File: src/rtl/hazard_scoreboard_unit.sv
// Hazard and forwarding control for the in-order pipeline: operand forwarding, load-use bubbles,
// a per-register scoreboard for variable-latency writers and a saturating stall-cycle counter.
module hazard_scoreboard_unit #(
  parameter int REG_ADDR_W     = 5,
  parameter int NUM_REGS       = 32,
  parameter int LOAD_USE_STALL = 1,
  parameter int PERF_W         = 32
) (
  input  logic                              clk,
  input  logic                              reset,
  input  logic [REG_ADDR_W-1:0]             SourceReg1Dec,
  input  logic [REG_ADDR_W-1:0]             SourceReg2Dec,
  input  logic [REG_ADDR_W-1:0]             SourceReg1Exec,
  input  logic [REG_ADDR_W-1:0]             SourceReg2Exec,
  input  logic [REG_ADDR_W-1:0]             DestRegExec,
  input  logic [REG_ADDR_W-1:0]             DestRegMem,
  input  logic [REG_ADDR_W-1:0]             DestRegWriteBack,
  input  logic                              RegisterWriteMem,
  input  logic                              RegisterWriteWriteBack,
  input  logic                              LoadExec,
  input  logic                              LongOpIssueExec,
  input  logic                              LongOpDone,
  input  logic [REG_ADDR_W-1:0]             LongOpDestReg,
  input  logic                              ProgramCounterSourceExec,
  output logic [1:0]                        ForwardingReg1Exec,
  output logic [1:0]                        ForwardingReg2Exec,
  output logic                              StallFetch_o,
  output logic                              StallDecode_o,
  output logic                              FlushDecode,
  output logic                              FlushExec,
  output logic [$clog2(NUM_REGS+1)-1:0]     PendingCount,
  output logic [PERF_W-1:0]                 StallCycleCount
);

  localparam int PEND_W = $clog2(NUM_REGS+1);

  logic [1:0]          ld_cnt_q, ld_cnt_d;
  logic [NUM_REGS-1:0] sb_q, sb_d;
  logic [PEND_W-1:0]   pend_q, pend_d;
  logic [PERF_W-1:0]   perf_q, perf_d;

  logic load_use_det;
  logic load_stall;
  logic score_stall;
  logic stall;

  always_comb begin
    ForwardingReg1Exec = 2'b00;
    ForwardingReg2Exec = 2'b00;
    if (!reset) begin
      // Mem stage holds the younger result, so it wins over WriteBack.
      if (SourceReg1Exec != '0 && SourceReg1Exec == DestRegMem && RegisterWriteMem)
        ForwardingReg1Exec = 2'b10;
      else if (SourceReg1Exec != '0 && SourceReg1Exec == DestRegWriteBack && RegisterWriteWriteBack)
        ForwardingReg1Exec = 2'b01;
      if (SourceReg2Exec != '0 && SourceReg2Exec == DestRegMem && RegisterWriteMem)
        ForwardingReg2Exec = 2'b10;
      else if (SourceReg2Exec != '0 && SourceReg2Exec == DestRegWriteBack && RegisterWriteWriteBack)
        ForwardingReg2Exec = 2'b01;
    end
  end

  always_comb begin
    load_use_det = LoadExec && (DestRegExec != '0) &&
                   ((DestRegExec == SourceReg1Dec) || (DestRegExec == SourceReg2Dec));
    load_stall   = load_use_det || (ld_cnt_q != 2'd0);
    // Registered bits only: a completing long op releases its reader one cycle later.
    score_stall  = sb_q[SourceReg1Dec] || sb_q[SourceReg2Dec];
    stall        = (load_stall || score_stall) && !ProgramCounterSourceExec && !reset;

    StallFetch_o  = stall;
    StallDecode_o = stall;
    FlushExec     = reset || stall || ProgramCounterSourceExec;
    FlushDecode   = reset || ProgramCounterSourceExec;
  end

  always_comb begin
    ld_cnt_d = ld_cnt_q;
    if (ProgramCounterSourceExec)
      ld_cnt_d = 2'd0;
    else if (load_use_det)
      ld_cnt_d = 2'(LOAD_USE_STALL - 1);
    else if (ld_cnt_q != 2'd0)
      ld_cnt_d = ld_cnt_q - 2'd1;
  end

  always_comb begin
    sb_d = sb_q;
    if (LongOpDone && LongOpDestReg != '0)
      sb_d[LongOpDestReg] = 1'b0;
    // Applied after the clear so a same-cycle set on the same register wins.
    if (LongOpIssueExec && DestRegExec != '0)
      sb_d[DestRegExec] = 1'b1;

    pend_d = '0;
    for (int i = 0; i < NUM_REGS; i++)
      pend_d = pend_d + PEND_W'(sb_d[i]);
  end

  always_comb begin
    perf_d = perf_q;
    if (stall && (perf_q != {PERF_W{1'b1}}))
      perf_d = perf_q + PERF_W'(1);
  end

  always_ff @(posedge clk or posedge reset) begin
    if (reset) begin
      ld_cnt_q <= 2'd0;
      sb_q     <= '0;
      pend_q   <= '0;
      perf_q   <= '0;
    end else begin
      ld_cnt_q <= ld_cnt_d;
      sb_q     <= sb_d;
      pend_q   <= pend_d;
      perf_q   <= perf_d;
    end
  end

  assign PendingCount    = pend_q;
  assign StallCycleCount = perf_q;

endmodule

File: config.mk
export PLATFORM = sky130hd
export DESIGN_NAME = hazard_scoreboard_unit
export DESIGN_NICKNAME = d
export VERILOG_FILES = /design/src/rtl/hazard_scoreboard_unit.sv
export SDC_FILE = /design/constraint.sdc
export NUM_CORES = 1
export LEC_CHECK = 0
export CORE_MARGIN = 2
export CORE_UTILIZATION = 53
export DETAILED_ROUTE_END_ITERATION = 10
export PLACE_DENSITY = 0.79
export SLEW_MARGIN = 40
export SYNTH_ARGS = -nofsm -noshare
export SYNTH_HDL_FRONTEND = slang
export SYNTH_SLANG_ARGS = --single-unit
export TNS_END_PERCENT = 50
File: constraint.sdc
create_clock -name clk -period 6.22 [get_ports clk]
set_input_delay 1.244 -clock clk [delete_from_list [all_inputs] [get_ports clk]]
set_output_delay 1.244 -clock clk [all_outputs]
set_load 0.02 [all_outputs]
Yosys cells after proc, flatten, opt, wreduce, memory -nomap -nowiden
Index checks and enable logic that the tools add are counted.

storage, ports and cells
  register bits after elaboration = 72
  bits of input ports = 48
  output and inout bits = 46
  word-level logic and storage cells = 104

cells by class
  add/sub/neg operators = 33
  $lt $le $gt $ge = 6
  eq/ne operators = 7
  multiplexer cells = 19
  bitwise operators = 3
  reductions and logical operators = 32

operators with widths
  operator                                                                       number
  6-bit by 1-bit adder with 6-bit output                                         26
  32-bit 2-to-1 mux                                                              2
  32-bit by 1-bit adder with 32-bit output (second input constant)               1
  32-bit AND                                                                     1
  32-bit inequality test (second input constant)                                 1
  32-bit inverter                                                                1
  32-bit OR                                                                      1
  5-bit equality test                                                            6
  5-bit by 6-bit less-than comparator with 1-bit output (second input constant)  4
  5-bit nonzero test                                                             4
  1-bit logical AND                                                              17
  2-bit 2-to-1 mux                                                               7
  1-bit binary-select mux with 5-bit select                                      2
  1-bit demux with 5-bit select                                                  2
  5-bit by 1-bit >= comparator with 1-bit output (second input constant)         2
  1-bit logical OR                                                               7
  5-bit by 1-bit adder with 6-bit output                                         1
  1-bit 2-to-1 mux                                                               6
  4-bit by 1-bit adder with 5-bit output                                         1
  3-bit by 1-bit adder with 4-bit output                                         1
  2-bit by 1-bit adder with 3-bit output                                         1
  3-bit nonzero test                                                             1
  1-bit by 1-bit adder with 2-bit output                                         1
  1-bit zero test                                                                2
  2 further kinds                                                                2

Depth between registers and ports, before layout
  depth in word-level cells = 40
  mapped depth = 22
  mapped depth without buffers = 22

Worst setup path after synthesis
No wires, ideal clock.

  path kind = input-to-reg
  start = input DestRegExec[2]
  end = register pend_q[4], in the netlist PendingCount[4]
  setup time = 0.123 ns
  data arrival time = 6.093 ns
  required time = 6.097 ns
  setup slack = 0.004 ns
  stages = 21
  buffers on the path = 1
  cells stage by stage = clkbuf_1 -> nor2b_1 -> nand3_1 -> o21ai_0 -> inv_1 -> fa_1 -> inv_1 -> fa_1 -> fa_1 -> fa_1 -> inv_1 -> fa_1 -> inv_1 -> fa_1 -> ha_1 -> inv_1 -> fa_1 -> inv_1 -> a21o_1 -> a21oi_1 -> xnor2_1

between the ends
  longest elaborated chain between the ends = 37
  elaborated cells between the ends (all ways) = 40
  classes of those cells = add/sub: 31; order compare: 2; mux: 3; bitwise: 1; reduce/logical: 3

ends and longest elaborated chain
  item                                                                                                                                                  line  RTL
  from (decl)                                                                                                                                           15    input logic [REG_ADDR_W-1:0] DestRegExec,
  5-bit by 6-bit less-than comparator with 1-bit output (implied by the code) / 5-bit by 1-bit >= comparator with 1-bit output (equally long branches)  93    sb_d[DestRegExec] = 1'b1;
  1-bit logical AND (implied by the code)                                                                                                               93
  1-bit 2-to-1 mux (implied by the code)                                                                                                                93
  1-bit demux with 5-bit select                                                                                                                         93
  32-bit OR (no line)                                                                                                                                   --
  32-bit 2-to-1 mux *                                                                                                                                   92    if (LongOpIssueExec && DestRegExec != '0)
  named net sb_d[1]                                                                                                                                     38    logic [NUM_REGS-1:0] sb_q, sb_d;
  1-bit by 1-bit adder with 2-bit output *                                                                                                              97    pend_d = pend_d + PEND_W'(sb_d[i]);
  2-bit by 1-bit adder with 3-bit output *                                                                                                              97
  3-bit by 1-bit adder with 4-bit output *                                                                                                              97
  4-bit by 1-bit adder with 5-bit output *                                                                                                              97
  5-bit by 1-bit adder with 6-bit output *                                                                                                              97
  6-bit by 1-bit adder with 6-bit output * (26 in a row)                                                                                                97
  named net pend_d[4]                                                                                                                                   39    logic [PEND_W-1:0] pend_q, pend_d;
  to (signal assigned)                                                                                                                                  115   pend_q <= pend_d;
  to (decl)                                                                                                                                             39

Mark *: on every way through the listed nets, which the timed path passes. The rest lies on a longest branch.
A chain may end at the register's enable or synchronous reset.

Worst setup path after layout
  start = input LongOpDestReg[2]
  end = register pend_q[4], in the netlist PendingCount[4]

between the ends
  elaborated cells between the ends (all ways) = 43
  classes of those cells = add/sub: 31; order compare: 2; mux: 4; bitwise: 3; reduce/logical: 3

RTL lines
  item                                                                                                                                                  line  RTL
  from (decl)                                                                                                                                           23    input logic [REG_ADDR_W-1:0] LongOpDestReg,
  5-bit by 6-bit less-than comparator with 1-bit output (implied by the code) / 5-bit by 1-bit >= comparator with 1-bit output (equally long branches)  90    sb_d[LongOpDestReg] = 1'b0;
  1-bit logical AND (implied by the code)                                                                                                               90
  1-bit 2-to-1 mux (implied by the code)                                                                                                                90
  1-bit demux with 5-bit select                                                                                                                         90
  32-bit inverter (no line)                                                                                                                             --
  32-bit AND (no line)                                                                                                                                  --
  32-bit 2-to-1 mux *                                                                                                                                   89    if (LongOpDone && LongOpDestReg != '0)
  32-bit OR (no line)                                                                                                                                   --
  32-bit 2-to-1 mux *                                                                                                                                   92
  named net sb_d[19]                                                                                                                                    38
  6-bit by 1-bit adder with 6-bit output * (13 in a row)                                                                                                97
  named net pend_d[4]                                                                                                                                   39

Marks and branches as above.

==> results.cfg <==
[logic_synthesis]
synthArstFlopShare_pct = 100.0
synth_nets = 576
postSynthCellCount = 495
synth_ff_type = dfrtp_1
ys_types = 50
ys_seq_elements = 72
yosysWarnings = 0
syn_avg_cell_area_sq_um = 10.07
synth_edf_count = 0
synth_area_sq_mm = 0.004985
synth_seq_area_share_pct = 36.14

[power]
p_leak_uw = 0.003040
powerDensity_mw_per_mm2 = 651.0
irDropWorstVdd_uv = 1975

[worst_setup_path]
crit_type = in2reg
start_kind = input pin
critPathCaptureType = flip-flop
worstPathArrival_ns = 6.31
crit_required_ns = 6.45
path_max_fanout = 5

[grt]
grt_max_degree = 73
grt_pass1_wl_um = 22140
grt_pass1_vias = 4486
grt_overflow_total = 0
antenna_found_initial = 0
grtUsageTotal_pct = 27.87

[cells_and_area]
final_common_cell = clkdlybuf4s50_1
drive_above_1_share_pct = 21.84
area_growth_pct = 34.79
nets = 717
layout_common_cells = 81 x clkdlybuf4s50_1, 72 x dfrtp_1, 51 x buf_4, 45 x xor2_1, 39 x inv_1
finalNonFillerCells = 752
antenna_cells = 0

[clock_network]
clock-sinks = 72
path_clk_slew_ns = 0.08
cts.htree.levels = 3
clock_insertion_delay_worst_skew_ns = 0.35
cts_buffers = 9
clock_path_buffers = 2
cts_root_buffer = clkbuf_8
cts_hold_buf = 0
cts_tree = done

[sta]
tightest_slew_ns = 0.7657
whs_ns = 0.4477
fin_crit_sh_pct = 97.74
finalMaxSlewViolations = 0
setup_tns_ns = 0
relSlewSlack_pct = 48.83
fin_skew_ns = 0.01673
timing_hold_violations_final = 0
setup_slack_ns = 0.1406
finalSetupViolations = 0
fmax_ghz = 0.1645
fin_crit_ns = 6.079

[placed_design]
io_buffers = 93
place_ws_ns = -0.7061
place_congestion = 0.9640
post-place-cells = 729
dp_hpwl_um = 10630

[status]
outcome = complete, no violations

[die]
initial_core_util_pct = 54.20
die_w_um = 101.0
core_area_sq_mm = 0.009196
dieArea_sq_mm = 0.01020
die_h_um = 101.0
boundaryPins = 94
rows = 35

[min_path]
holdCritPathClass = reg2reg

[drt]
drtPass1Iterations = 5
wl_per_cell_um = 18.23
drc_errors = 0
num_vias = 4432
avgViaCountPerCell = 5.894
drtAntennaViolNets = 0
drt-total-wl_um = 13710
drtIter0Drc = 335

[flow_run]
maxCapViolCount = 0
==> per-layer routing <==
layer | share of wire, % | up-vias | track usage [%]
met1 | 39 | 2137 | 34.84
li1 | - | 2024 | -
met2 | 50 | 226 | 47.79
met5 | 0 | - | 0
met4 | 3.4 | 0 | 10.71
met3 | 7.8 | 45 | 5.479
==> cell usage after synthesis, types with 7 or more instances <==
library cell / number / share of area [%]
dfrtp_1: 72 / 36
o21ai_0: 55 / 5.5
xor2_1: 45 / 7.9
inv_1: 44 / 3.3
nand2_1: 27 / 2.0
fa_1: 24 / 9.6
nand3_1: 21 / 2.1
nor4_1: 20 / 2.5
xnor2_1: 20 / 3.5
nor2_1: 18 / 1.4
mux2i_1: 14 / 2.8
nand4_1: 14 / 1.8
mux4_2: 11 / 5.0
nor3_1: 11 / 1.1
clkbuf_1: 10 / 0.75
ha_1: 9 / 2.3
nor2b_1: 7 / 0.88
o21a_1: 7 / 1.1
==> flip-flops by register name, indices dropped and copies added (netlist names) <==
signal and flops:
StallCycleCount 32, PendingCount 6, ld_cnt_q 2, sb_q 32
==> kinds of logic (layout without fill, tap and decap cells) <==
| family | after synthesis | in the layout | synth area share, % |
|---|---|---|---|
| AOI/OAI and AO/OA | 80 | 80 | 9.187 |
| xor gates and xnor gates | 65 | 65 | 11.42 |
| adders and majority gates | 33 | 33 | 11.90 |
| buffers and inverters | 63 | 209 | 5.522 |
| DFF | 72 | 72 | 36.14 |
| muxes | 27 | 27 | 8.308 |
| and+or+nand+nor | 155 | 155 | 17.52 |
==> worst max-delay path, cell delays in order <==
cell and delay, ns:
clkbuf_2 0.11, buf_4 0.16, nor2_2 0.09, nand2_1 0.09, o21ai_0 0.24, o21ai_2 0.12
fa_1 0.49, inv_1 0.06, fa_1 0.48, fa_1 0.49, inv_1 0.06, fa_1 0.55
inv_2 0.04, fa_1 0.52, inv_1 0.05, fa_1 0.54, ha_2 0.19, inv_2 0.05
fa_2 0.38, inv_1 0.06, a21o_1 0.12, a21oi_2 0.06, xnor2_1 0.12
==> per-stage QoR <==
stage | power [uW] | cell area (sq um) | utilization (%)
final | 4374 | 6719 | 73.06
after detailed placement | 3811 | 6312 | 68.64
after global routing | 4949 | 6719 | 73.06
after CTS | 4351 | 6604 | 71.81
after floorplan | 2733 | 4985 | -
after global placement | 3675 | 6309 | 68.60
==> timing repair <==
action,CTS,global route
pin swaps,8,18
gates cloned,0,0
buffers inserted,2,5
endpoints found under the setup margin,5,5
resized for setup,43,57
==> power breakdown <==
part	switching [uW]	leakage (uW)	internal, uW
logic	1530	0.00200	1700
registers	80.6	0.000921	612
clock network	202	0.000120	244
total	1820	0.00304	2560
==> worst paths after layout <==
kind / from / endpoint / slack, ns / cells past startpoint
max: LongOpDestReg[2] / PendingCount[4]$_DFF_PP0_ / 0.14 / 23
min: sb_q[0]$_DFF_PP0_ / sb_q[0]$_DFF_PP0_ / 0.45 / 0
max reg2reg: sb_q[19]$_DFF_PP0_ / PendingCount[4]$_DFF_PP0_ / 1.17 / 19
min reg2reg: sb_q[0]$_DFF_PP0_ / sb_q[0]$_DFF_PP0_ / 0.45 / 0
max in group asynchronous: reset / StallCycleCount[10]$_DFFE_PP0P_ / 4.27 / 3
min in group asynchronous: reset / StallCycleCount[29]$_DFFE_PP0P_ / 1.47 / 3
==> cell type report <==
type,count,area (sq um)
clock buffer,10,137.6
inverter,45,168.9
clock inverter,6,97.59
multi-input combinational,360,3058
timing repair buffer,148,1316
tap,111,138.9
sequential,72,1802
fill,677,2477
(Power assumes the default switching activity.)
